==> config.mk <==
export PLATFORM = sky130hd
export DESIGN_NAME = cruce_ctrl
export DESIGN_NICKNAME = d
export VERILOG_FILES = /design/src/rtl/cruce_pkg.sv /design/src/rtl/cruce_phase_timer.sv /design/src/rtl/cruce_ctrl.sv
export SDC_FILE = /design/constraint.sdc
export NUM_CORES = 1
export LEC_CHECK = 0
export CAP_MARGIN = 0
export CORE_MARGIN = 8
export CORE_UTILIZATION = 49
export CTS_CLUSTER_SIZE = 20
export DETAILED_ROUTE_END_ITERATION = 10
export PLACE_DENSITY = 0.81
export RECOVER_POWER = 50
export SLEW_MARGIN = 20
export SYNTH_ARGS = -nofsm -noshare
export SYNTH_HDL_FRONTEND = slang
export SYNTH_SLANG_ARGS = --single-unit
==> constraint.sdc <==
create_clock -name clk -period 2.7 [get_ports clk]
set_input_delay 0.405 -clock clk [delete_from_list [all_inputs] [get_ports clk]]
set_output_delay 0.405 -clock clk [all_outputs]
set_load 0.005 [all_outputs]
==> src/rtl/cruce_pkg.sv <==
// Shared definitions for the two-approach crossing controller: state codes,
// default phase timing and the per-state lamp decode.
package cruce_pkg;

  localparam logic [2:0] ST_OFF      = 3'd0;
  localparam logic [2:0] ST_A_GREEN  = 3'd1;
  localparam logic [2:0] ST_A_YELLOW = 3'd2;
  localparam logic [2:0] ST_ALLRED_A = 3'd3;
  localparam logic [2:0] ST_B_GREEN  = 3'd4;
  localparam logic [2:0] ST_B_YELLOW = 3'd5;
  localparam logic [2:0] ST_ALLRED_B = 3'd6;

  localparam int T_GREEN_DEF     = 40;
  localparam int T_MIN_GREEN_DEF = 10;
  localparam int T_YELLOW_DEF    = 10;
  localparam int T_ALLRED_DEF    = 5;
  localparam int TW_DEF          = 6;

  typedef struct packed {
    logic a_red;
    logic a_yellow;
    logic a_green;
    logic b_red;
    logic b_yellow;
    logic b_green;
    logic walk_a;
    logic walk_b;
  } lamps_t;

  // Pedestrians cross approach B while A has green, and vice versa.
  function automatic lamps_t decode_lamps(input logic [2:0] st);
    lamps_t l;
    l = '0;
    case (st)
      ST_A_GREEN:  begin l.a_green  = 1'b1; l.b_red = 1'b1; l.walk_b = 1'b1; end
      ST_A_YELLOW: begin l.a_yellow = 1'b1; l.b_red = 1'b1; end
      ST_ALLRED_A,
      ST_ALLRED_B: begin l.a_red    = 1'b1; l.b_red = 1'b1; end
      ST_B_GREEN:  begin l.b_green  = 1'b1; l.a_red = 1'b1; l.walk_a = 1'b1; end
      ST_B_YELLOW: begin l.b_yellow = 1'b1; l.a_red = 1'b1; end
      default:     l = '0;
    endcase
    return l;
  endfunction

endpackage

==> src/rtl/cruce_phase_timer.sv <==
// Cycles-in-phase counter: synchronous clear, saturates at all-ones.
module phase_timer #(
  parameter int TW = 6
) (
  input  logic          clk,
  input  logic          rst_n,
  input  logic          clr_i,
  output logic [TW-1:0] cnt_o
);

  logic [TW-1:0] cnt_q, cnt_d;

  always_comb begin
    cnt_d = cnt_q;
    if (clr_i)             cnt_d = '0;
    else if (cnt_q != '1) cnt_d = cnt_q + 1'b1;
  end

  // NOTE: state registers take non-blocking assignments so every flop samples pre-edge values.
  always_ff @(posedge clk or negedge rst_n) begin
    if (!rst_n) cnt_q <= '0;
    else        cnt_q <= cnt_d;
  end

  assign cnt_o = cnt_q;

endmodule

==> src/rtl/cruce_ctrl.sv <==
// Two-approach intersection sequencer with yellow/all-red clearance,
// pedestrian green shortening and emergency all-red preempt.
module cruce_ctrl
  import cruce_pkg::*;
#(
  parameter int T_GREEN     = T_GREEN_DEF,
  parameter int T_MIN_GREEN = T_MIN_GREEN_DEF,
  parameter int T_YELLOW    = T_YELLOW_DEF,
  parameter int T_ALLRED    = T_ALLRED_DEF,
  parameter int TW          = TW_DEF
) (
  input  logic       clk,
  input  logic       rst_n,
  input  logic       enable,
  input  logic       ped_req_a,
  input  logic       ped_req_b,
  input  logic       preempt,
  output logic       a_red,
  output logic       a_yellow,
  output logic       a_green,
  output logic       b_red,
  output logic       b_yellow,
  output logic       b_green,
  output logic       walk_a,
  output logic       walk_b,
  output logic [2:0] state_out
);

  localparam logic [TW-1:0] GREEN_LAST  = TW'(T_GREEN - 1);
  localparam logic [TW-1:0] MIN_LAST    = TW'(T_MIN_GREEN - 1);
  localparam logic [TW-1:0] YELLOW_LAST = TW'(T_YELLOW - 1);
  localparam logic [TW-1:0] ALLRED_LAST = TW'(T_ALLRED - 1);

  logic [2:0]    state_q, state_d;
  logic [TW-1:0] timer;
  logic          timer_clr;
  logic          ped_pend_a_q, ped_pend_a_d;
  logic          ped_pend_b_q, ped_pend_b_d;
  lamps_t        lamps;

  always_ff @(posedge clk or negedge rst_n) begin
    if (!rst_n) state_q <= ST_OFF;
    else        state_q <= state_d;
  end

  // NOTE: defaulting state_d before the case keeps every path assigned, so no latch is inferred.
  always_comb begin
    state_d = state_q;
    if (!enable) begin
      state_d = ST_OFF;
    end else begin
      case (state_q)
        ST_OFF:      state_d = ST_ALLRED_B;
        ST_A_GREEN:  if (preempt || timer == GREEN_LAST || (ped_pend_a_q && timer >= MIN_LAST))
                       state_d = ST_A_YELLOW;
        ST_A_YELLOW: if (timer == YELLOW_LAST) state_d = ST_ALLRED_A;
        ST_ALLRED_A: if (timer >= ALLRED_LAST && !preempt) state_d = ST_B_GREEN;
        ST_B_GREEN:  if (preempt || timer == GREEN_LAST || (ped_pend_b_q && timer >= MIN_LAST))
                       state_d = ST_B_YELLOW;
        ST_B_YELLOW: if (timer == YELLOW_LAST) state_d = ST_ALLRED_B;
        ST_ALLRED_B: if (timer >= ALLRED_LAST && !preempt) state_d = ST_A_GREEN;
        default:     state_d = ST_OFF;
      endcase
    end
  end

  always_comb begin
    lamps     = decode_lamps(state_q);
    a_red     = lamps.a_red;
    a_yellow  = lamps.a_yellow;
    a_green   = lamps.a_green;
    b_red     = lamps.b_red;
    b_yellow  = lamps.b_yellow;
    b_green   = lamps.b_green;
    walk_a    = lamps.walk_a;
    walk_b    = lamps.walk_b;
    state_out = state_q;
  end

  // Timer restarts on every phase change and stays parked at zero while dark.
  assign timer_clr = (state_d != state_q) || (state_d == ST_OFF);

  phase_timer #(.TW(TW)) u_timer (
    .clk   (clk),
    .rst_n (rst_n),
    .clr_i (timer_clr),
    .cnt_o (timer)
  );

  // A request is served by the green that follows it; entering yellow retires it.
  always_comb begin
    ped_pend_a_d = ped_pend_a_q | (ped_req_a && state_q != ST_OFF);
    ped_pend_b_d = ped_pend_b_q | (ped_req_b && state_q != ST_OFF);
    if (!enable || (state_q == ST_A_GREEN && state_d == ST_A_YELLOW)) ped_pend_a_d = 1'b0;
    if (!enable || (state_q == ST_B_GREEN && state_d == ST_B_YELLOW)) ped_pend_b_d = 1'b0;
  end

  always_ff @(posedge clk or negedge rst_n) begin
    if (!rst_n) begin
      ped_pend_a_q <= 1'b0;
      ped_pend_b_q <= 1'b0;
    end else begin
      ped_pend_a_q <= ped_pend_a_d;
      ped_pend_b_q <= ped_pend_b_d;
    end
  end

endmodule

==> flow_summary_export.csv <==
group,metric,value,unit
timing,tightest_slew,0.581,ns
die,dieHeight,60.7,um
power,p_sw_frac,0.289,
timing,finalSetupViolCount,0,
logic_synthesis,synth-edff-count,0,
power,cellPowerDensity,373,nW/um^2
critical_path,rr_startpoint,"u_timer.cnt_o[1]$_DFFE_PN0P_",
global_route,grt_pass1_vias,783,
power,p_leak,0.481,nW
die,start_util,0.508,
route,drt_iter0_markers,15,
route,firstDrtPassIters,4,
die,core.rowCount,16,
place,gp_congestion,0.843,
logic_synthesis,syn_area_per_cell,8.42,um^2
route,detail_route.wl_per_cell,13.7,um
route,viasPerCell,5.68,
die,dieWidth,60.7,um
logic_synthesis,ys_ff_latch,11,
final_layout,drive_gt1_frac,0.141,
logic_synthesis,synth_ff_type,"dfrtp_1",
logic_synthesis,yosys.area.top_type_share,0.282,
critical_path,crit_path_end_kind,"flip-flop",
logic_synthesis,synth_cell_types,46,
timing,setup_tns,0,ns
logic_synthesis,synthTopCellsByArea,"dfrtp_1 (28%), a21oi_1 (7.2%), ha_1 (5.1%)",
logic_synthesis,synth_nets,126,
global_route,gr-usage-all-layers,0.121,
cts,clk_pin_slew,0.06,ns
critical_path,start_kind,"flip-flop",
route,ant_nets,0,
hold_path,min_path_type,"reg -> reg",
final_layout,layout.cells.non_filler,155,
cts,cts_buffer_depth,2,
logic_synthesis,ys_warn_count,0,
power,switchingPower,0.123,mW
final_layout,num-fill-cells,184,
hold_path,holdPathEnd,"ped_pend_b_q$_DFF_PN0_",
die,fp.coreArea,1920,um^2
critical_path,r2r-end,"u_timer.cnt_o[5]$_DFFE_PN0P_",
critical_path,r2r_slack,0.31,ns
global_route,grt-ovfl-total,0,
route,drc,0,
route,wirelength,2130,um
logic_synthesis,ys_seq_area_frac,0.282,
timing,final_hold_viol_count,0,
critical_path,cpMaxStageDelayCell,"a2111oi_2",
run,cap_violations,0,
cts,cts_num_sinks,11,
status,outcome,"complete, no violations",
final_layout,post-route-util,0.592,
cts,postCtsSetupRepairBufs,0,
logic_synthesis,syn_area,977,um^2
timing,rsz0062_at_grt,"false",
critical_path,worstPathArrival,2.56,ns
cts,clk_latency,0.25,ns
critical_path,critPathKind,"reg -> reg",
die,die_area,3680,um^2
power,vdd_drop_max,0.000328,V
logic_synthesis,synth_top_cell_by_area,"dfrtp_1",
timing,fin_worst_skew,0.00365,ns
final_layout,n_antenna_cell,0,
critical_path,max_stage_delay,0.56,ns
cts,cts_resized,0,
critical_path,cp_cell_sequence,"inv_1 -> ha_1 -> nor4_4 -> a21oi_1 -> nor3_2 -> o2111ai_1 -> a2111oi_2 -> nor3b_2",
place,hpwl,1720,um
cts,cts_buffers,3,
logic_synthesis,syn_inst,116,
logic_synthesis,synthArstFlopShare,1.00,
hold_path,min_path_cells,2,
timing,final-max-slew-violation-count,0,
critical_path,crit_family,"compound AO/OA/AOI/OAI gates",
route,via_count,880,
cts,htree_levels,1,
timing,period_needed,2.39,ns
critical_path,critPathMaxFanout,6,
hold_path,min_from,"ped_pend_b_q$_DFF_PN0_",
final_layout,fin_nets,139,
place,placed_cells,151,
timing,fmax,419,MHz
power,pwr-share-seq,0.450,
die,io_pins,17,
timing,period_share,0.884,
cts,root_buffer,"clkbuf_4",
global_route,grt_first_pass_wirelength,3510,um
critical_path,cp.required,2.88,ns
power,power.internal,0.302,mW
critical_path,reg2reg_depth,8,
cts,hold_buffers,0,
timing,slew_headroom,0.612,
critical_path,crit_buf_inv,1,
logic_synthesis,synthTopCellsByCount,"a21oi_1 (14), dfrtp_1 (11), nand2_1 (11)",
global_route,antenna_found_initial,0,
power,p_clk_frac,0.236,
logic_synthesis,yosysMostFrequentCell,"a21oi_1",
final_layout,area_growth,16.5,%
power,combPwrFrac,0.314,
cts,cts_tree,"done",
place,port_buffers,16,
global_route,grt_max_degree,14,
worst max path at each step:
stage	startpoint	endpoint	slack, ns	cells after the start
after global placement	preempt	u_timer.cnt_o[5]$_DFFE_PN0P_	0.39	6
after global routing	u_timer.cnt_o[1]$_DFFE_PN0P_	u_timer.cnt_o[5]$_DFFE_PN0P_	0.16	8
after detailed placement	preempt	u_timer.cnt_o[5]$_DFFE_PN0P_	0.32	6
final	u_timer.cnt_o[1]$_DFFE_PN0P_	u_timer.cnt_o[5]$_DFFE_PN0P_	0.31	8
after floorplan	u_timer.cnt_o[1]$_DFFE_PN0P_	u_timer.cnt_o[5]$_DFFE_PN0P_	0.63	8
after CTS	u_timer.cnt_o[1]$_DFFE_PN0P_	u_timer.cnt_o[5]$_DFFE_PN0P_	0.33	8
layout by cell type, fill, tap and decap left out, drive strengths merged, types with 3 or more instances in the layout:
| master | instances |
|---|---|
| a21oi | 14 |
| clkdlybuf4s50 | 13 |
| nand2 | 11 |
| dfrtp | 11 |
| nor2 | 10 |
| inv | 6 |
| and2 | 5 |
| nor3 | 5 |
| ha | 4 |
| clkbuf | 4 |
| nor4 | 4 |
| nor2b | 3 |
| dlygate4sd3 | 3 |
| o21ai | 3 |
| or2 | 3 |
logic make-up after synthesis:
group                      share of synthesized area
muxes                                         0.0102
adders and majority gates                     0.0512
xor gates and xnor gates                     0.00896
buffers and inverters                         0.0986
AOI/OAI and AO/OA                              0.232
and+or+nand+nor                                0.318
DFF                                            0.282
per-stage QoR:
step / worst slack [ns] / cell area [um^2] / power, mW / hold WS, ns
final: 0.313 / 1140 / 0.425 / 0.533
after CTS: 0.334 / 1140 / 0.431 / 0.479
after global placement: 0.389 / 1110 / 0.325 / 0.519
after floorplan: 0.630 / 977 / 0.275 / 0.109
after global routing: 0.163 / 1140 / 0.457 / 0.564
after detailed placement: 0.323 / 1110 / 0.329 / 0.528
flip-flops by register name, indices dropped and copies added, names as in the netlist:
name,cells
u_timer.cnt_o,6
state_out,3
ped_pend_a_q,1
ped_pend_b_q,1
layer usage:
metal  GRT usage  share of wire  up-vias
met4      0.0465          0.015        0
met5           0              0        -
li1            -              -      439
met1       0.150           0.47      411
met3      0.0169          0.041        4
met2       0.205           0.47       26
power groups by stage:
stage | clock network (mW) | logic [mW] | registers [mW]
final | 0.100 | 0.133 | 0.191
after global routing | 0.118 | 0.147 | 0.193
after CTS | 0.105 | 0.135 | 0.191
after detailed placement | 0 | 0.135 | 0.194
after global placement | 0 | 0.132 | 0.193
after floorplan | 0 | 0.0910 | 0.184
worst register-to-register path: stages, from the launching register on:
cell	delay (ns)
dfrtp_1	0.36
inv_1	0.09
ha_1	0.23
nor4_4	0.30
a21oi_1	0.14
nor3_2	0.21
o2111ai_1	0.17
a2111oi_2	0.56
nor3b_2	0.25
final cells by class:
class	count	area, um^2	area share
well taps	27	33.8	0.0297
clock buffers	4	26.3	0.0231
flip-flops and latches	11	275	0.242
inverters	6	22.5	0.0198
multi-input cells	89	606	0.532
repair buffers	18	175	0.154
(Power assumes the default switching activity.)
